[src/rtl/bin_to_bcd_pkg.sv]
`default_nettype none
// +----------------------------------------------------------------------+
// | bin_to_bcd_pkg : shared types and constants for bin_to_bcd_seq       |
// | Rev 1.0                                                              |
// +----------------------------------------------------------------------+
package bin_to_bcd_pkg;

  typedef enum logic [1:0] {
    IDLE  = 2'd0,
    SHIFT = 2'd1,
    DONE  = 2'd2
  } state_t;

  localparam int             DIGIT_W     = 4;
  localparam logic [3:0]     ADD3_THRESH = 4'd5;

endpackage : bin_to_bcd_pkg
`default_nettype wire

[src/rtl/bcd_add3_digit.sv]
`default_nettype none
// +----------------------------------------------------------------------+
// | bcd_add3_digit : double-dabble correction, adds 3 to a digit >= 5    |
// | Rev 1.0                                                              |
// +----------------------------------------------------------------------+
module bcd_add3_digit
  import bin_to_bcd_pkg::*;
(
  input  logic [DIGIT_W-1:0] digit_i,
  output logic [DIGIT_W-1:0] digit_o
);

  assign digit_o = (digit_i >= ADD3_THRESH) ? (digit_i + 4'd3) : digit_i;

endmodule : bcd_add3_digit
`default_nettype wire

[src/rtl/bin_to_bcd_seq.sv]
`default_nettype none
// +----------------------------------------------------------------------+
// | bin_to_bcd_seq : sequential shift-and-add-3 binary to BCD converter  |
// | Rev 1.0                                                              |
// +----------------------------------------------------------------------+
module bin_to_bcd_seq
  import bin_to_bcd_pkg::*;
#(
  parameter int WIDTH  = 8,
  parameter int DIGITS = 3
) (
  input  logic                        clk_i,
  input  logic                        rst_i,
  input  logic                        start_i,
  input  logic [WIDTH-1:0]            bin_i,
  output logic                        busy_o,
  output logic                        done_o,
  output logic [DIGIT_W*DIGITS-1:0]   bcd_o,
  output logic                        overflow_o
);

  localparam int BCD_W = DIGIT_W * DIGITS;
  localparam int CNT_W = $clog2(WIDTH + 1);

  state_t             state_q,   state_d;
  logic [WIDTH-1:0]   bin_q,     bin_d;
  logic [BCD_W-1:0]   scratch_q, scratch_d;
  logic [BCD_W-1:0]   bcd_q,     bcd_d;
  logic [CNT_W-1:0]   cnt_q,     cnt_d;
  logic               ovf_acc_q, ovf_acc_d;
  logic               overflow_q, overflow_d;
  logic [BCD_W-1:0]   adj;

  generate
    for (genvar k = 0; k < DIGITS; k++) begin : g_digit
      bcd_add3_digit u_add3 (
        .digit_i (scratch_q[k*DIGIT_W +: DIGIT_W]),
        .digit_o (adj[k*DIGIT_W +: DIGIT_W])
      );
    end
  endgenerate

  always_comb begin
    state_d    = state_q;
    bin_d      = bin_q;
    scratch_d  = scratch_q;
    bcd_d      = bcd_q;
    cnt_d      = cnt_q;
    ovf_acc_d  = ovf_acc_q;
    overflow_d = overflow_q;
    case (state_q)
      IDLE: begin
        if (start_i) begin
          bin_d     = bin_i;
          scratch_d = '0;
          cnt_d     = CNT_W'(WIDTH);
          ovf_acc_d = 1'b0;
          state_d   = SHIFT;
        end
      end
      SHIFT: begin
        // The MSB of the corrected top digit leaves the register: that is a lost carry.
        scratch_d = {adj[BCD_W-2:0], bin_q[WIDTH-1]};
        bin_d     = {bin_q[WIDTH-2:0], 1'b0};
        cnt_d     = cnt_q - CNT_W'(1);
        ovf_acc_d = ovf_acc_q | adj[BCD_W-1];
        if (cnt_q == CNT_W'(1)) begin
          state_d    = DONE;
          bcd_d      = scratch_d;
          overflow_d = ovf_acc_d;
        end
      end
      DONE:    state_d = IDLE;
      default: state_d = IDLE;
    endcase
  end

  always_ff @(posedge clk_i) begin
    if (rst_i) begin
      state_q    <= IDLE;
      bin_q      <= '0;
      scratch_q  <= '0;
      bcd_q      <= '0;
      cnt_q      <= '0;
      ovf_acc_q  <= 1'b0;
      overflow_q <= 1'b0;
    end else begin
      state_q    <= state_d;
      bin_q      <= bin_d;
      scratch_q  <= scratch_d;
      bcd_q      <= bcd_d;
      cnt_q      <= cnt_d;
      ovf_acc_q  <= ovf_acc_d;
      overflow_q <= overflow_d;
    end
  end

  assign busy_o     = (state_q == SHIFT);
  assign done_o     = (state_q == DONE);
  assign bcd_o      = bcd_q;
  assign overflow_o = overflow_q;

endmodule : bin_to_bcd_seq
`default_nettype wire

[config.mk]
export PLATFORM = sky130hd
export DESIGN_NAME = bin_to_bcd_seq
export DESIGN_NICKNAME = d
export VERILOG_FILES = /design/src/rtl/bin_to_bcd_pkg.sv /design/src/rtl/bcd_add3_digit.sv /design/src/rtl/bin_to_bcd_seq.sv
export SDC_FILE = /design/constraint.sdc
export NUM_CORES = 1
export LEC_CHECK = 0
export CAP_MARGIN = 20
export CORE_ASPECT_RATIO = 0.75
export CORE_UTILIZATION = 48
export DETAILED_ROUTE_END_ITERATION = 12
export GPL_ROUTABILITY_DRIVEN = 0
export PLACE_DENSITY_LB_ADDON = 0.08
export SYNTH_ARGS = -nofsm -noshare
export SYNTH_HDL_FRONTEND = slang
export SYNTH_HIERARCHICAL = 1
export SYNTH_SLANG_ARGS = --single-unit
[constraint.sdc]
create_clock -name clk_i -period 1.3 [get_ports clk_i]
set_input_delay 0.13 -clock clk_i [delete_from_list [all_inputs] [get_ports clk_i]]
set_output_delay 0.13 -clock clk_i [all_outputs]
set_load 0.01 [all_outputs]
* Word level (Yosys, flattened, before mapping)
Index checks and enable logic that the tools add are counted.
** Cells by class
- Add/sub/neg operators :: 4
- Order comparisons :: 3
- Equal/unequal tests :: 5
- Mux-type cells :: 14
- Bitwise gates (word level) :: 1
- Reduce and logical (&&, ||, !) cells :: 5
** Operators with widths (count)
- 12-bit one-hot mux with 2 select lines :: 1
- 4-bit 2-to-1 mux :: 4
- 8-bit one-hot mux with 2 select lines :: 1
- 4-bit by 2-bit adder with 4-bit output, second input constant :: 3
- 4-bit by 3-bit >= comparator with 1-bit output, second input constant :: 3
- 12-bit 2-to-1 mux :: 1
- 8-bit 2-to-1 mux :: 1
- 4-bit one-hot mux with 2 select lines :: 1
- 2-bit AND reduction :: 3
- 4-bit by 1-bit equality test with 1-bit output, second input constant :: 1
- 2-bit 2-to-1 mux :: 2
- 2-bit one-hot mux with 2 select lines :: 1
- 4-bit by 1-bit subtractor with 4-bit output, second input constant :: 1
- 2-bit by 1-bit equality test with 1-bit output, second input constant :: 1
- 2-bit equality test, second input constant :: 1
- 2-bit zero test :: 1
- 2-bit by 1-bit inequality test with 1-bit output, second input constant :: 1
- 2-bit inequality test, second input constant :: 1
- 1-bit one-hot mux with 2 select lines :: 1
- 2-bit nonzero test :: 1
- 1-bit 2-to-1 mux :: 1
- 1-bit bitwise OR :: 1
** Word-level totals
- Register bits after elaboration :: 40
- Output and inout port bits :: 15
- Word-level logic and storage cells :: 39

* Longest topological paths before layout
Gate-level depths: netlist of the first run.
- Word-level depth :: 4
- Depth in mapped cells :: 8
- Gate-level depth less buffers :: 8

* Cells and area by module
The synthesis of the first run kept the hierarchy.
** By module, submodules not included
- bin_to_bcd_seq :: times used 1, cells an instance 169, area an instance 1562.7 µm²
- bcd_add3_digit :: times used 3, cells an instance 16, area an instance 101.3 µm²

* Worst setup path before layout of the first run
OpenSTA, ideal clock, no wires.
- Path type :: register -> register
- Start :: register scratch_q[9]
- End :: register bcd_q[10], in the netlist bcd_o[10]
- Setup time :: 0.070 ns
- Arrival time :: 1.308 ns
- Data required time :: 1.230 ns
- Path slack :: -0.078 ns
- Stages on the path, launching flop included :: 8
- Path buffers :: 0
- Period minus slack after synthesis :: 1.378 ns
- Cells stage by stage :: dfxtp_1 -> inv_1 -> ha_1 -> nand2b_1 -> a21oi_2 -> mux2i_1 -> nand3_1 -> a21oi_1
** Between the ends
- Longest elaborated chain between the ends :: 2
- Elaborated cells on any way between the ends :: 3
** Ends and longest elaborated chain
- start, declared :: RTL line bin_to_bcd_seq.sv:27 : logic [BCD_W-1:0] scratch_q, scratch_d;
- start signal, assigned :: RTL line bin_to_bcd_seq.sv:90 : scratch_q <= scratch_d;
- 4-bit by 2-bit adder with 4-bit output / 4-bit by 3-bit >= comparator with 1-bit output (equally long branches) :: RTL line bcd_add3_digit.sv:13 : assign digit_o = (digit_i >= ADD3_THRESH) ? (digit_i + 4'd3) : digit_i;
- 4-bit 2-to-1 mux * :: RTL line bcd_add3_digit.sv:13
- via adj[9] :: RTL line bin_to_bcd_seq.sv:32 : logic [BCD_W-1:0] adj;
- end signal, assigned :: RTL line bin_to_bcd_seq.sv:83 : bcd_q <= '0;
- end signal, assigned :: RTL line bin_to_bcd_seq.sv:91 : bcd_q <= bcd_d;
- end, declared :: RTL line bin_to_bcd_seq.sv:28 : logic [BCD_W-1:0] bcd_q, bcd_d;
The timed path passes the listed nets; every way through them passes the cells marked *.
A chain may end at the register's enable or synchronous reset.

* Final worst setup path of the first run
- Start :: register scratch_q[1]
- End :: register bcd_q[2], in the netlist bcd_o[2]
The elaborated chain is that of the path after synthesis.

==> run metrics, run 1 <==
crit end category flip-flop; Switching Fraction 0.266; Final Setup Violations 14; Vias/cell around 5.8; Starting Density 0.507; ys flop type dfxtp_1; fin area ~2900 µm²; Clk pwr share 0.341; Std-Cell Core Area roughly 3700 µm²; final wirelength roughly 5400 µm; dpl hpwl 3320 µm; cell taking the most area after synthesis dfxtp_1; kind of critical path reg2reg; hold path endpoint bin_q[3]$_SDFFE_PP0P_; Synth Warn # 6; R2R Path End bcd_o[2]$_SDFFE_PP0P_; I/O Pins 26; Final Worst Setup Slack -0.161 ns; total CTS buffers 5; Achievable Freq ~0.7 GHz; worst slew pin tran 0.311 ns; RSZ-0062 raised after global routing true; Clock Latency Late Sink between 0.2 and 0.3 ns; per-cell routed wire length approximately 16 µm; Hold Crit Class in2reg; # diodes 0; TritonCTS clock tree built; failing checks setup timing; Site Rows 19; utilization after layout 0.777; status complete, but fails checks; RR Startpoint scratch_q[1]$_SDFFE_PP0P_; drt first pass iters 4; initial drt markers 100; port bufs 25; die span in y 56.0 µm; Hold Path Depth 3; Avg Synthesized Cell Area roughly 8.6 µm²; worst hold margin 0.406 ns; Lkg Pwr 0.00124 µW; PD cells between 900 and 1000 nW/µm²; Cell Int Power 1890 µW; setup slack, reg-to-reg -0.16 ns; top-area cell type share of the netlist area 0.429; R2R cell count 7; peak supply drop 0.673 mV; NetSw 686 µW; Die Area between 4000 and 5000 µm²; Synth Register Bits 40; CP max stage cell dfxtp_2; hold_sp bin_i[3]; DP Area between 2000 and 2500 µm²; CP Launch Type flip-flop; pins over their slew limit 0; hold_buf cts 0; final hold viol count 0; post-synthesis cell area 1870 µm²; initial antenna violation count 0; Root Buffer Master clkbuf_8; Worst Path Arrival roughly 1.7 ns; max-cap violations 0; skew final ~0.013 ns; sequential power share 0.506; Fillers ~250; Async SR Flop Fraction 0; Critical Path RT roughly 1.5 ns; Worst Path Max Fanout 3; Mapped Cells 217; syn nets approximately 240; maximum clock path buffer count 2; first-pass GRT wire length 8120 µm; Overflow after GRT 0; drt drc 0; crit path cell chain inv_4, ha_4, nand2b_4, a21oi_4, mux2i_2, nand3_1, a21oi_1; max_slew headroom 0.792; vias in the first global route approximately 1800; largest net degree at the start of global routing 19; H-Tree Depth 2; Synth cell types 32; dpl ws -0.223 ns; share of post-route cells with drive strength above 1 0.388; post-route ant nets 0; number of flops mapped to enable cells by yosys 0; DR vias slightly below 2000; post-route minimum period 1.46 ns; final worst-path cycle share 1.12; global-route usage over all layers 0.252; CTS clk-pin slew, worst paths around 0.08 ns; width of the die ~74 µm; combinational power share 0.153; CTS sink cnt 40; fraction of the yosys area taken by sequential cells 0.429; NumNets Final 299; crit-path max cell delay about 0.35 ns; largest cells by area after synthesis dfxtp_1, a22o_1, ha_1; Syn-to-layout area delta 53.3%
==> repair_timing <==
action	CTS	global route
gates resized for setup	28	60
setup endpoints to repair	33	36
pin swaps	8	14
cloned	0	3
setup buffers	7	4
==> power by group through the flow <==
stage,clock [µW],sequential (µW),combinational (µW)
global route,928,1310,428
floorplan,0,1330,185
global placement,0,1330,320
CTS,871,1300,338
detailed placement,0,1330,334
finish,879,1300,394
==> how the worst max path moves through the flow <==
stage / from / endpoint / slack, ns / cells past startpoint
2_1_floorplan: scratch_q[8]$_SDFFE_PP0P_ / bcd_o[10]$_SDFFE_PP0P_ / 0.004 / 7
3_3_place_gp: rst_i / scratch_q[1]$_SDFFE_PP0P_ / -0.19 / 3
3_5_place_dp: rst_i / scratch_q[3]$_SDFFE_PP0P_ / -0.22 / 3
4_1_cts: scratch_q[5]$_SDFFE_PP0P_ / bcd_o[6]$_SDFFE_PP0P_ / -0.14 / 7
5_1_grt: scratch_q[1]$_SDFFE_PP0P_ / bcd_o[2]$_SDFFE_PP0P_ / -0.24 / 7
6_report: scratch_q[1]$_SDFFE_PP0P_ / bcd_o[2]$_SDFFE_PP0P_ / -0.16 / 7
==> critical path, delay by kind of cell, from the launching register on <==
kind | cells | cell delay [ns]
AND/OR/NAND/NOR | 2 | 0.27
multiplexers | 1 | 0.28
flip-flops | 1 | 0.35
buffers and inverters | 1 | 0.05
adder cells (fa/ha/maj) | 1 | 0.14
AO/OA/AOI/OAI | 2 | 0.31
==> registers in the layout, summed over array words and instances, names as in the netlist <==
name and cells:
ovf_acc_q 1, state_q 2, bin_q 8, scratch_q 12
cnt_q 4, bcd_o 12, overflow_o 1
==> through the flow <==
step / setup TNS [ns] / power [µW] / cells
CTS: -0.958 / 2510 / 327
global placement: -2.71 / 1650 / 312
detailed placement: -3.50 / 1660 / 312
global route: -2.46 / 2670 / 333
finish: -1.43 / 2580 / 333
floorplan: 0 / 1510 / 217
==> cell usage in the layout, fill, tap and decap left out, types with 3 or more instances in the layout <==
cell	synthesis	layout
a211oi_1	8	7
a21oi_1	16	13
a21oi_2	3	3
a21oi_4	0	3
a22o_1	12	12
buf_4	1	35
buf_6	0	6
clkbuf_8	0	6
clkdlybuf4s50_1	0	11
dfxtp_1	40	33
dfxtp_2	0	4
dfxtp_4	0	3
dlygate4sd2_1	0	6
dlymetal6s2s_1	0	6
ha_4	0	7
inv_1	10	4
inv_2	1	3
inv_4	0	4
mux2i_2	0	3
nand2_1	17	13
nand2_2	0	4
nand2b_1	12	7
nand2b_4	0	4
nand3_1	12	10
nand3b_1	3	3
nor2_1	15	11
nor3_1	5	5
o21ai_1	16	15
o21ai_2	0	4
o31ai_1	5	5
xnor2_2	0	3
==> cell families (layout without fill, tap and decap cells) <==
kind of cell / Yosys count / in the layout / share of synthesized area
flops: 40 / 40 / 0.429
xor+xnor: 3 / 3 / 0.0141
fa+ha+maj: 8 / 8 / 0.0536
simple gates: 69 / 70 / 0.185
buf+inv: 23 / 86 / 0.0530
mux: 4 / 4 / 0.0214
compound gates: 70 / 70 / 0.244
==> Yosys cell counts, types with 2 or more instances <==
master	instances
xnor2_1	3
a22o_1	12
a21oi_1	16
a21oi_2	3
ha_1	8
nor3_1	5
a31oi_1	2
o31ai_1	5
dfxtp_1	40
o21ai_0	4
nand3_1	12
nor2_1	15
clkbuf_1	2
o21ai_1	16
a211oi_1	8
buf_1	2
buf_2	7
nand2b_1	12
nand3b_1	3
nand2_1	17
mux2i_1	4
nor2b_1	2
inv_1	10
==> final cells by class <==
type,instances,area [µm²],share of cell area
clock buffer,7,86.3,0.0302
clock inverter,1,7.51,0.00262
inverter,11,51.3,0.0179
multi-input combinational,155,1250,0.437
sequential,40,817,0.286
tap,52,65.1,0.0227
timing repair buffer,67,583,0.204
==> metal layers <==
| metal | vias up | global-route usage | share of wire |
|---|---|---|---|
| met1 | 968 | 0.346 | 0.47 |
| li1 | 905 | - | - |
| met5 | - | 0 | 0 |
| met3 | 5 | 0.0489 | 0.041 |
| met2 | 52 | 0.413 | 0.48 |
| met4 | 0 | 0.0440 | 0.0048 |
Power figures use the tool's default switching activity.
==> run 2, diff against run 1 <==
--- a/config.mk
+++ b/config.mk
@@ -7,7 +7,8 @@
 export LEC_CHECK = 0
 export CAP_MARGIN = 20
 export CORE_ASPECT_RATIO = 0.75
-export CORE_UTILIZATION = 48
+export CORE_MARGIN = 2
+export CORE_UTILIZATION = 53
 export DETAILED_ROUTE_END_ITERATION = 12
 export GPL_ROUTABILITY_DRIVEN = 0
 export PLACE_DENSITY_LB_ADDON = 0.08
==> constraint.sdc (replaced) <==
create_clock -name clk_i -period 1.4 [get_ports clk_i]
set_input_delay 0.14 -clock clk_i [delete_from_list [all_inputs] [get_ports clk_i]]
set_output_delay 0.14 -clock clk_i [all_outputs]
set_load 0.01 [all_outputs]
==> run metrics, run 2 (same netlist as run 1, synthesis figures left out) <==
status complete, but fails checks; failing checks setup timing; initial antenna violation count 0; NumNets Final slightly below 300; max_slew headroom 0.602; Overflow after GRT 0; most frequent cells in the layout buf_4, dfxtp_1, clkdlybuf4s50_1; hold_buf cts 0; global-route usage over all layers 0.261; CP max stage cell dfxtp_2; Root Buffer Master clkbuf_8; RSZ-0062 raised after global routing true; fin area about 2700 µm²; Final Setup Violations 8; worst hold margin 0.430 ns; Vias/cell approximately 5.7; Achievable Freq about 0.66 GHz; Syn-to-layout area delta 44.7%; Lkg Pwr 0.00106 µW; crit end category flip-flop; drt drc 0; width of the die roughly 73 µm; Hold Crit Class in2reg; final wirelength roughly 5300 µm; DR vias roughly 1800; Std-Cell Core Area about 3300 µm²; Final Worst Setup Slack -0.118 ns; CTS sink cnt 40; Starting Density 0.560; I/O Pins 26; Crit path buffers/inverters 1; final worst-path cycle share 1.08; first-pass GRT wire length just over 8000 µm; initial drt markers about 100; share of post-route cells with drive strength above 1 0.322; per-cell routed wire length 16.7 µm; peak supply drop between 0.7 and 0.8 mV; post-route minimum period around 1.5 ns; TritonCTS clock tree built; skew final approximately 0.010 ns; drt first pass iters 4; Die Area around 4000 µm²; Critical Path RT 1.61 ns; PD cells between 800 and 900 nW/µm²; vias in the first global route between 1500 and 2000; post-route ant nets 0; port bufs 25; kind of critical path reg2reg; crit path cell chain inv_2, ha_2, nand2b_4, a21oi_4, mux2i_2, nand3_1, a21oi_2; final hold viol count 0; largest net degree at the start of global routing 23; H-Tree Depth 2; Site Rows 18; commonest non-fill, non-tap cell in the layout buf_4; post-route insts no fill approximately 320; setup_tns -0.408 ns; die span in y between 50 and 60 µm; pins over their slew limit 0; CTS clk-pin slew, worst paths roughly 0.080 ns; total CTS buffers 5; Worst Path Max Fanout 3; CP Launch Type flip-flop; Final Total Pwr about 2300 µW; dpl hpwl around 3300 µm; maximum clock path buffer count 2; Clock Latency Late Sink ~0.29 ns; crit-path max cell delay around 0.35 ns; Largest delay share family, worst path flip-flops; max-cap violations 0; # diodes 0; DP Area 2300 µm²; Worst Path Arrival about 1.7 ns; worst slew pin tran ~0.60 ns; Cells after DPL a little under 300
[run 2: path summary, 6_finish.rpt]
| kind | to | slack [ns] | start | depth (start not counted) |
|---|---|---|---|---|
| max | bcd_o[2]$_SDFFE_PP0P_ | -0.12 | scratch_q[1]$_SDFFE_PP0P_ | 7 |
| min | bin_q[4]$_SDFFE_PP0P_ | 0.43 | bin_i[4] | 3 |
| min reg2reg | bin_q[5]$_SDFFE_PP0P_ | 0.48 | bin_q[4]$_SDFFE_PP0P_ | 2 |
| max reg2reg | bcd_o[2]$_SDFFE_PP0P_ | -0.12 | scratch_q[1]$_SDFFE_PP0P_ | 7 |
[run 2: metrics by stage]
step | setup WS, ns | util
5_1_grt | -0.190 | 0.810
4_1_cts | -0.0313 | 0.759
2_1_floorplan | 0.0218 | -
6_report | -0.118 | 0.810
3_5_place_dp | -0.321 | 0.691
3_3_place_gp | -0.263 | 0.691
[run 2: layout make-up]
type,count,area [µm²]
clock buffers,8,90.1
flip-flops and latches,40,813
well taps,40,50.0
multi-input cells,154,1160
inverters,11,46.3
fillers,194,632
repair buffers,63,542
[run 2: power by group]
| group | switching, µW | internal (µW) |
|---|---|---|
| sequential | 33.8 | 1180 |
| clock | 377 | 402 |
| combinational | 169 | 162 |
| total | 580 | 1740 |
[run 2: metal layers]
metal | track usage | up-vias | routed length, µm | part of all wire
li1 | - | 887 | - | -
met1 | 0.372 | 860 | 2420 | 0.46
met2 | 0.400 | 51 | 2570 | 0.49
met3 | 0.0566 | 5 | 265 | 0.050
met4 | 0.0661 | 0 | 38 | 0.0072
met5 | 0 | - | 0 | 0
[run 2: worst register-to-register path: cells and delay by family (launching register included)]
family                     cells  cell delay, ns
AOI/OAI and AO/OA              2            0.29
adders and majority gates      1            0.17
buffers and inverters          1            0.06
DFF                            1            0.35
muxes                          1            0.29
and+or+nand+nor                2            0.30
[run 2: timing repair]
action                                  CTS  global route
endpoints found under the setup margin   23            17
pin swaps                                 7             8
cloned                                    0             0
resized for setup                        30            27
setup buffers                             6             6
==> run 3, diff against run 2 <==
--- a/config.mk
+++ b/config.mk
@@ -11,7 +11,8 @@
 export CORE_UTILIZATION = 53
 export DETAILED_ROUTE_END_ITERATION = 12
 export GPL_ROUTABILITY_DRIVEN = 0
-export PLACE_DENSITY_LB_ADDON = 0.08
+export HOLD_SLACK_MARGIN = 0.02
+export PLACE_DENSITY = 0.83
 export SYNTH_ARGS = -nofsm -noshare
 export SYNTH_HDL_FRONTEND = slang
 export SYNTH_HIERARCHICAL = 1
==> run metrics, run 3 (same netlist as run 1, synthesis figures left out) <==
peak supply drop 0.944 mV; die span in y about 55 µm; Starting Density 0.560; Root Buffer Master clkbuf_8; # diodes 0; Crit path buffers/inverters 1; CTS clk-pin slew, worst paths roughly 0.080 ns; maximum clock path buffer count 2; max-cap violations 0; pins over their slew limit 0; I/O Pins 26; Overflow after GRT 0; Hold Path Depth 3; TritonCTS clock tree built; hold_sp bin_i[4]; post-route ant nets 0; RR Startpoint scratch_q[5]$_SDFFE_PP0P_; share of post-route cells with drive strength above 1 0.311; final wirelength just over 6000 µm; global-route usage over all layers 0.261; drt first pass iters 5; width of the die 72.5 µm; crit-path max cell delay 0.36 ns; max_slew headroom 0.630; final hold viol count 0; commonest non-fill, non-tap cell in the layout dfxtp_1; first-pass GRT wire length between 8000 and 9000 µm; RSZ-0062 raised after global routing true; Std-Cell Core Area 3330 µm²; Worst Path Arrival about 1.8 ns; CTS sink cnt 40; initial antenna violation count 0; worst hold margin just over 0.4 ns; skew final 0.00452 ns; H-Tree Depth 2; hold_buf cts 0; Seq. cell area 811 µm²; initial drt markers around 270; Final Setup Violations 14; DR vias roughly 1900; Die Area approximately 4000 µm²; Achievable Freq approximately 0.64 GHz; R2R cell count 7; Hold Crit Class in2reg; Lkg Pwr between 0.001 and 0.0015 µW; PD cells 874 nW/µm²; crit path cell chain inv_4, ha_4, nand2b_4, a21oi_4, mux2i_2, nand3_1, a21oi_2; crit end category flip-flop; drt drc 0; port bufs 25; Fillers 191; Critical Path RT approximately 1.6 ns; worst slew pin tran 0.554 ns; failing checks setup timing; largest net degree at the start of global routing 23; CP Launch Type flip-flop; status complete, but fails checks; vias in the first global route approximately 1700; utilization after layout 0.811; Vias/cell between 6 and 7; Worst Path Max Fanout 3; most frequent cells in the layout dfxtp_1, buf_4, clkdlybuf4s50_1; NumNets Final 291; final worst-path cycle share 1.12; R2R Path End bcd_o[6]$_SDFFE_PP0P_; per-cell routed wire length just under 20 µm; hold path endpoint bin_q[4]$_SDFFE_PP0P_; Largest delay share family, worst path flip-flops; dpl hpwl about 3000 µm; CP max stage cell dfxtp_2; post-route minimum period 1.56 ns; setup slack, reg-to-reg -0.16 ns; Site Rows 18; Final Worst Setup Slack -0.165 ns; multi-input logic area approximately 1200 µm²; Clock Latency Late Sink 0.30 ns; Syn-to-layout area delta 44.8%; kind of critical path reg2reg; total CTS buffers 5
## run 3: how the worst max path moves through the flow
stage,start,end,depth (start not counted)
3_5_place_dp,rst_i,scratch_q[2]$_SDFFE_PP0P_,3
6_report,scratch_q[5]$_SDFFE_PP0P_,bcd_o[6]$_SDFFE_PP0P_,7
2_1_floorplan,scratch_q[9]$_SDFFE_PP0P_,bcd_o[10]$_SDFFE_PP0P_,7
5_1_grt,scratch_q[5]$_SDFFE_PP0P_,bcd_o[6]$_SDFFE_PP0P_,7
3_3_place_gp,rst_i,scratch_q[6]$_SDFFE_PP0P_,3
4_1_cts,scratch_q[1]$_SDFFE_PP0P_,bcd_o[2]$_SDFFE_PP0P_,7
## run 3: area by class of cell
class	count	share of cell area
clock buffer	8	0.0333
timing repair buffer	60	0.195
tap	40	0.0185
inverter	11	0.0181
sequential	40	0.300
multi-input combinational	154	0.435
## run 3: worst reg2reg max path: cells and delay by family, from the launching register on
kind / cells / cell delay, ns
flip-flops: 1 / 0.36
AO/OA/AOI/OAI: 2 / 0.36
AND/OR/NAND/NOR: 2 / 0.29
multiplexers: 1 / 0.27
adder cells (fa/ha/maj): 1 / 0.15
buffers and inverters: 1 / 0.06
## run 3: stage by stage
step | setup TNS (ns) | instance area [µm²] | std cells | power [µW] | setup slack [ns]
floorplan | 0 | 1870 | 217 | 1400 | 0.0218
global placement | -1.52 | 2290 | 293 | 1520 | -0.109
detailed placement | -2.60 | 2290 | 293 | 1530 | -0.191
CTS | -0.0445 | 2520 | 306 | 2310 | -0.0385
global route | -1.64 | 2700 | 313 | 2450 | -0.228
finish | -0.788 | 2700 | 313 | 2360 | -0.165
## run 3: repair_timing
item                       4_1_cts  5_1_grt
pin swaps                        7       11
gates resized for setup         28       30
setup endpoints to repair       22       19
buffers inserted                 5        7
## run 3: routing by layer
layer	track usage	share of wire
met1	0.373	0.41
met2	0.392	0.46
met3	0.0511	0.092
met4	0.0847	0.038
met5	0	0
## run 3: power by group
group          switching [µW]  internal (µW)  total, µW  leakage, µW
Clock                     407            402        809    0.0000455
Combinational             183            159        342     0.000671
Sequential               34.3           1180       1210     0.000329
Total                     624           1740       2360      0.00105
